File: src/rtl/noc_master_gen.sv
// NoC traffic master: sends a header flit plus an incrementing-payload burst on NOC1 and counts responses on NOC2.
// Optional read-data compare is built in when NOC_MASTER_GEN_RESP_CHECK_EN is defined; otherwise err is tied 0.
module noc_master_gen #(
   parameter int DATA_WIDTH     = 64,
   parameter int ADDR_WIDTH     = 40,
   parameter int CNT_WIDTH      = 16,
   parameter int TIMEOUT_CYCLES = 1024
) (
   input  logic                  clk,
   input  logic                  reset,
   input  logic                  gen_en,
   input  logic                  gen_rd,
   input  logic [ADDR_WIDTH-1:0] gen_addr,
   input  logic [CNT_WIDTH-1:0]  gen_cnt,
   input  logic [DATA_WIDTH-1:0] gen_seed,
   output logic                  busy,
   output logic                  done,
   output logic                  err,
   output logic                  timeout,
   output logic [CNT_WIDTH-1:0]  resp_cnt,
   input  logic                  noc_in_rdy,
   output logic                  noc_in_valid,
   output logic [DATA_WIDTH-1:0] noc_in_data,
   input  logic                  noc_out_valid,
   input  logic [DATA_WIDTH-1:0] noc_out_data,
   output logic                  noc_out_rdy
);
   localparam int TW = $clog2(TIMEOUT_CYCLES + 1);
   localparam logic [CNT_WIDTH-1:0]  CNT_ONE   = CNT_WIDTH'(1);
   localparam logic [DATA_WIDTH-1:0] DATA_ONE  = DATA_WIDTH'(1);
   localparam logic [TW-1:0]         IDLE_ONE  = TW'(1);
   localparam logic [TW-1:0]         IDLE_LAST = TW'(TIMEOUT_CYCLES - 1);

   typedef enum logic [2:0] {S_IDLE, S_HDR, S_DATA, S_RESP, S_DONE} state_t;

   state_t                state_q, state_d;
   logic                  rd_q, rd_d;
   logic [CNT_WIDTH-1:0]  cnt_q, cnt_d;
   logic [CNT_WIDTH-1:0]  idx_q, idx_d;
   logic [CNT_WIDTH-1:0]  resp_cnt_q, resp_cnt_d;
   logic [DATA_WIDTH-1:0] seed_q, seed_d;
   logic [DATA_WIDTH-1:0] in_data_q, in_data_d;
   logic [TW-1:0]         idle_q, idle_d;
   logic                  in_valid_q, in_valid_d;
   logic                  out_rdy_q, out_rdy_d;
   logic                  busy_q, busy_d;
   logic                  done_q, done_d;
   logic                  timeout_q, timeout_d;
   logic                  in_fire, out_fire;
   logic [CNT_WIDTH-1:0]  resp_exp;

   function automatic logic [DATA_WIDTH-1:0] make_hdr(input logic                  rd,
                                                      input logic [ADDR_WIDTH-1:0] addr,
                                                      input logic [CNT_WIDTH-1:0]  cnt);
      logic [DATA_WIDTH-1:0] h;
      h                          = '0;
      h[DATA_WIDTH-1]            = rd;
      h[ADDR_WIDTH +: CNT_WIDTH] = cnt;
      h[ADDR_WIDTH-1:0]          = addr;
      return h;
   endfunction

   assign in_fire  = in_valid_q & noc_in_rdy;
   assign out_fire = out_rdy_q & noc_out_valid;
   // A write is acknowledged by a single response flit regardless of payload length.
   assign resp_exp = rd_q ? cnt_q : CNT_ONE;

   // NOTE: every output is a flop loaded from next-state values, so no output sees a combinational path from an input.
   always_comb begin
      state_d    = state_q;
      rd_d       = rd_q;
      cnt_d      = cnt_q;
      seed_d     = seed_q;
      idx_d      = idx_q;
      in_data_d  = in_data_q;
      in_valid_d = in_valid_q;
      out_rdy_d  = out_rdy_q;
      resp_cnt_d = resp_cnt_q;
      idle_d     = idle_q;
      timeout_d  = timeout_q;
      unique case (state_q)
         S_IDLE: if (gen_en) begin
            rd_d       = gen_rd;
            cnt_d      = gen_cnt;
            seed_d     = gen_seed;
            resp_cnt_d = '0;
            timeout_d  = 1'b0;
            in_data_d  = make_hdr(gen_rd, gen_addr, gen_cnt);
            in_valid_d = 1'b1;
            state_d    = S_HDR;
         end
         S_HDR: if (in_fire) begin
            if (!rd_q && cnt_q != '0) begin
               in_data_d = seed_q;
               idx_d     = '0;
               state_d   = S_DATA;
            end else if (rd_q && cnt_q == '0) begin
               in_valid_d = 1'b0;
               state_d    = S_DONE;
            end else begin
               in_valid_d = 1'b0;
               out_rdy_d  = 1'b1;
               idle_d     = '0;
               state_d    = S_RESP;
            end
         end
         S_DATA: if (in_fire) begin
            if (idx_q == cnt_q - CNT_ONE) begin
               in_valid_d = 1'b0;
               out_rdy_d  = 1'b1;
               idle_d     = '0;
               state_d    = S_RESP;
            end else begin
               idx_d     = idx_q + CNT_ONE;
               in_data_d = in_data_q + DATA_ONE;
            end
         end
         S_RESP: begin
            if (out_fire) begin
               resp_cnt_d = resp_cnt_q + CNT_ONE;
               idle_d     = '0;
               if (resp_cnt_q + CNT_ONE == resp_exp) begin
                  out_rdy_d = 1'b0;
                  state_d   = S_DONE;
               end
            end else if (idle_q == IDLE_LAST) begin
               timeout_d = 1'b1;
               out_rdy_d = 1'b0;
               state_d   = S_DONE;
            end else begin
               idle_d = idle_q + IDLE_ONE;
            end
         end
         S_DONE:  state_d = S_IDLE;
         default: state_d = S_IDLE;
      endcase
      done_d = (state_d == S_DONE);
      busy_d = (state_d != S_IDLE);
   end

   always_ff @(posedge clk) begin
      if (reset) begin
         state_q    <= S_IDLE;
         rd_q       <= 1'b0;
         cnt_q      <= '0;
         seed_q     <= '0;
         idx_q      <= '0;
         in_data_q  <= '0;
         in_valid_q <= 1'b0;
         out_rdy_q  <= 1'b0;
         resp_cnt_q <= '0;
         idle_q     <= '0;
         timeout_q  <= 1'b0;
         done_q     <= 1'b0;
         busy_q     <= 1'b0;
      end else begin
         state_q    <= state_d;
         rd_q       <= rd_d;
         cnt_q      <= cnt_d;
         seed_q     <= seed_d;
         idx_q      <= idx_d;
         in_data_q  <= in_data_d;
         in_valid_q <= in_valid_d;
         out_rdy_q  <= out_rdy_d;
         resp_cnt_q <= resp_cnt_d;
         idle_q     <= idle_d;
         timeout_q  <= timeout_d;
         done_q     <= done_d;
         busy_q     <= busy_d;
      end
   end

`ifdef NOC_MASTER_GEN_RESP_CHECK_EN
   logic                  err_q, err_d;
   logic [DATA_WIDTH-1:0] exp_data;

   // Response k of a read burst must echo seed + k; write acks carry no data to compare.
   assign exp_data = seed_q + DATA_WIDTH'(resp_cnt_q);

   always_comb begin
      err_d = err_q;
      if (state_q == S_IDLE && gen_en)
         err_d = 1'b0;
      else if (state_q == S_RESP && out_fire && rd_q && noc_out_data != exp_data)
         err_d = 1'b1;
   end

   always_ff @(posedge clk) begin
      if (reset) err_q <= 1'b0;
      else       err_q <= err_d;
   end

   assign err = err_q;
`else
   logic unused_resp_data;
   assign unused_resp_data = ^noc_out_data;
   assign err = 1'b0;
`endif

   assign busy         = busy_q;
   assign done         = done_q;
   assign timeout      = timeout_q;
   assign resp_cnt     = resp_cnt_q;
   assign noc_in_valid = in_valid_q;
   assign noc_in_data  = in_data_q;
   assign noc_out_rdy  = out_rdy_q;

endmodule

File: config.mk
export PLATFORM = sky130hd
export DESIGN_NAME = noc_master_gen
export DESIGN_NICKNAME = d
export VERILOG_FILES = /design/src/rtl/noc_master_gen.sv
export SDC_FILE = /design/constraint.sdc
export NUM_CORES = 1
export LEC_CHECK = 0
export CAP_MARGIN = 10
export CORE_AREA = 2 2 169 171
export CTS_CLUSTER_DIAMETER = 30
export DETAILED_ROUTE_END_ITERATION = 6
export DIE_AREA = 0 0 171 173
export PLACE_DENSITY = 0.67
export SLEW_MARGIN = 40
export SYNTH_ARGS = -nofsm -noshare
export SYNTH_HDL_FRONTEND = slang
export SYNTH_SLANG_ARGS = --single-unit
File: constraint.sdc
create_clock -name clk -period 3.7 [get_ports clk]
set_clock_uncertainty 0.05 [all_clocks]
set_input_delay 0.74 -clock clk [delete_from_list [all_inputs] [get_ports clk]]
set_output_delay 0.74 -clock clk [all_outputs]
set_load 0.01 [all_outputs]
==> key figures <==
Global route
  • First-pass GRT wire length: roughly 57 mm
  • GRT Resource Usage Total: 24.2%
  • Vias in the first global route: between 10,000 and 15,000
  • Grt ovf: 0
  • Initial antenna violation count: 1
  • Largest net degree at the start of global routing: just under 80

Synth
  • Compound-Gate Fraction of Synth Area: between 20% and 30%
  • Synth Area in Adders: less than 1%
  • Post-Syn Instances: about 1,500
  • Mux contribution to synthesized area: less than 1%
  • Largest family of logic cells by synthesized area: simple AND/OR/NAND/NOR gates
  • Warning count from the yosys run: 0
  • Post-synth ARST share: 0%
  • Syn Nets: 1,675
  • Seq cells post-synth: between 150 and 200
  • Simple-gate portion of the synthesized area: between 20% and 30%
  • Mean post-synth cell area: 7.45 um2
  • Netlist cell types: 81
  • Sequential share of the synthesized area: a little over a third
  • Synthesized cell area: ~11,000 um2
  • XOR/XNOR Fraction of Synth Area: roughly 5.5%
  • Ys flop type: dfxtp_1
  • Number of synthesized flops with an enable pin: 0

Drt
  • WL per Instance: 18.1 um
  • Via/cell ratio: ~5.7
  • Wirelength, routed: about 37 mm
  • Vias post-DR: roughly 12,000
  • 1st-iter DRT viols: 976
  • DRC violations left: 0
  • Final ANT Viol Nets: 0
  • Pre-antenna DRT Iters: 5

Final layout
  • Final Instance Area: roughly 14,000 um2
  • Area growth syn-to-layout: 29.5%
  • Ant diodes: 0
  • Fin nets: between 1,500 and 2,000
  • Layout cells sized above 1: 7.21%
  • Fin cells: roughly 2,000

Setup path
  • CP arrival: 3.79 ns
  • Crit path max fanout: 7
  • Critical Path Sink Type: register
  • Startpoint Class: register
  • Crit path required time: between 4 and 5 ns
  • Setup CP Type: reg -> reg

Timing
  • PnR worst setup slack: around 0.25 ns
  • RSZ-0062 raised after global routing: false
  • Tcrit/Tclk final: between 90% and 100%
  • Final setup vio count: 0
  • Min Clock Period, post-route: around 3.5 ns
  • Final hold vios: 0
  • Max Freq: 290 MHz
  • Slew Limit Fails: 0
  • Worst-margin pin slew: 0.790 ns
  • Setup TNS: 0 ns
  • Slew HR: about 47%

Power and ir drop
  • Lkg Pwr: slightly below 5 nW
  • Maximum VDD drop: around 0.00027 V
  • PwrDens: approximately 390 nW/um2

Clocking
  • Clock buffer depth: 2
  • TritonCTS clock tree: built
  • CTS HTree Levels: 4
  • Clock slew at reported path FFs: 0.07 ns
  • Num CTS Buffers: 17
  • Clock Latency Late Sink: about 0.44 ns
  • Clk root buf: clkbuf_16
  • # clock sinks: between 150 and 200
  • Hold-fix buffers at CTS: 0

Placement
  • Area after DPL: around 14,000 um2
  • DP Cell Count: between 2,000 and 2,500
  • Final Wtd Congestion: 0.946
  • I/O Buffers: 210
  • Hpwl dp: about 26 mm
  • Pre-CTS setup slack: around 0.12 ns

Floorplan
  • Die Wd: ~170 um
  • Die area: between 20,000 and 30,000 um2
  • Io pins: 276
  • Area of the core: 27,600 um2
  • Initial Util: 39.9%
  • Die Y: about 170 um
  • FP Rows: 61

Worst hold path
  • Worst Hold Class: reg -> reg

Run
  • Max-cap viol count: 0

Outcome
  • Status: finished clean
==> per-layer routing <==
metal	GRT usage, %	share of wire (%)	wire, um
met1	31.7	44	16400
met2	38.4	45	16800
met3	6.41	7.5	2770
met4	8.33	3.0	1100
met5	0	0	0
==> power by group <==
part / switching [mW] / total [mW] / leakage [nW] / internal [mW]
combinational: 0.659 / 1.22 / 3.04 / 0.559
sequential: 0.162 / 2.40 / 1.60 / 2.24
clock: 0.920 / 1.91 / 0.282 / 0.988
==> layout by cell type (no fill, tap or decap), types with 8 or more instances in the layout <==
cell type,n
o21ai_0,77
a31oi_1,19
nor2_1,117
a311oi_1,9
xnor2_1,39
nand4_1,22
xor2_1,22
a21oi_1,168
dfxtp_1,196
o32ai_1,10
o31ai_1,8
nand3_1,51
and2_1,16
or3_1,11
a22oi_1,30
inv_1,19
buf_4,44
and4_1,13
a221oi_1,18
and3_1,20
clkbuf_16,17
a22o_1,9
a211oi_1,22
nand2_1,286
ha_1,8
nor3_1,23
nor4_1,21
clkdlybuf4s50_1,209
==> cell usage after synthesis (all sizes together), types with 5 or more instances <==
cell type / number / share of area, %
o31a: 7 / 0.56
a22o: 9 / 0.72
o32ai: 11 / 0.94
mux2i: 5 / 0.45
nor3: 25 / 1.2
nor2: 120 / 4.1
a31o: 5 / 0.40
o21ai: 78 / 3.5
o211ai: 6 / 0.41
inv: 20 / 0.68
a221oi: 18 / 1.4
a211oi: 23 / 1.7
buf: 13 / 0.68
and3: 21 / 1.2
nor4: 23 / 1.5
nand4: 22 / 1.2
nand2: 287 / 9.8
clkbuf: 92 / 3.1
or3: 13 / 0.78
a311oi: 9 / 0.72
or4: 8 / 0.58
a21o: 6 / 0.41
o31ai: 8 / 0.55
xor2: 22 / 1.7
or2: 9 / 0.53
o22ai: 5 / 0.28
nand2b: 5 / 0.28
and4: 13 / 1.0
a22oi: 30 / 2.0
and2: 16 / 0.91
ha: 8 / 0.91
dfxtp: 196 / 36
a21oi: 168 / 7.6
xnor2: 39 / 3.1
nand3: 52 / 2.4
a31oi: 19 / 1.1
nor2b: 6 / 0.34
nor4b: 8 / 0.83
==> final timing paths <==
| check | startpoint | to | slack (ns) | cells past startpoint |
|---|---|---|---|---|
| hold reg to reg | seed_q[34] | seed_q[34] | 0.41 | 2 |
| setup reg to reg | cnt_q[0] | idx_q[8] | 0.25 | 14 |
| setup / recovery | cnt_q[0] | idx_q[8] | 0.25 | 14 |
| hold / removal | seed_q[34] | seed_q[34] | 0.41 | 2 |
==> cells by family (layout without fill, tap and decap cells) <==
| group | Yosys count | count (layout) |
|---|---|---|
| buf+inv | 125 | 311 |
| xor+xnor | 64 | 64 |
| compound gates | 435 | 435 |
| other cells | 1 | 1 |
| flops | 196 | 196 |
| fa+ha+maj | 8 | 8 |
| simple gates | 642 | 643 |
| mux | 6 | 6 |
==> sequential cells by signal, indices dropped and copies added (netlist names), 3 cells and up <==
name and cells:
idx_q 16, resp_cnt 16, seed_q 64, idle_q 11, cnt_q 16, state_q 3
noc_in_data 64
==> critical path: stages (launching register included) <==
cell and delay (ns):
dfxtp_1 0.31, inv_1 0.08, ha_1 0.28, nor4b_4 0.36, nand4b_1 0.21, or4_1 0.55, ha_1 0.24, buf_4 0.16
nand2_1 0.10, o21ai_0 0.15, nor4_4 0.21, buf_4 0.20, nor2_1 0.09, a211oi_1 0.26, a31o_2 0.14
==> stage by stage <==
stage	power [mW]	hold WS [ns]	utilization (%)
global placement	3.60	0.393	49.1
detailed placement	3.62	0.396	49.1
global route	5.77	0.422	51.6
CTS	5.52	0.407	51.2
floorplan	3.07	0.382	-
finish	5.53	0.406	51.6
==> layout make-up <==
cell class,count,area (um2)
clock buffers,19,453
clock inverters,13,138
fillers,2749,13400
inverters,20,75.1
multi-input cells,1157,6650
flip-flops and latches,196,3920
well taps,378,473
repair buffers,259,2540
==> timing repair <==
action / CTS / global route
endpoints found under the setup margin: 0 / 42
buffers inserted: 0 / 6
gates resized for setup: 0 / 1
Power figures use the tool's default switching activity.
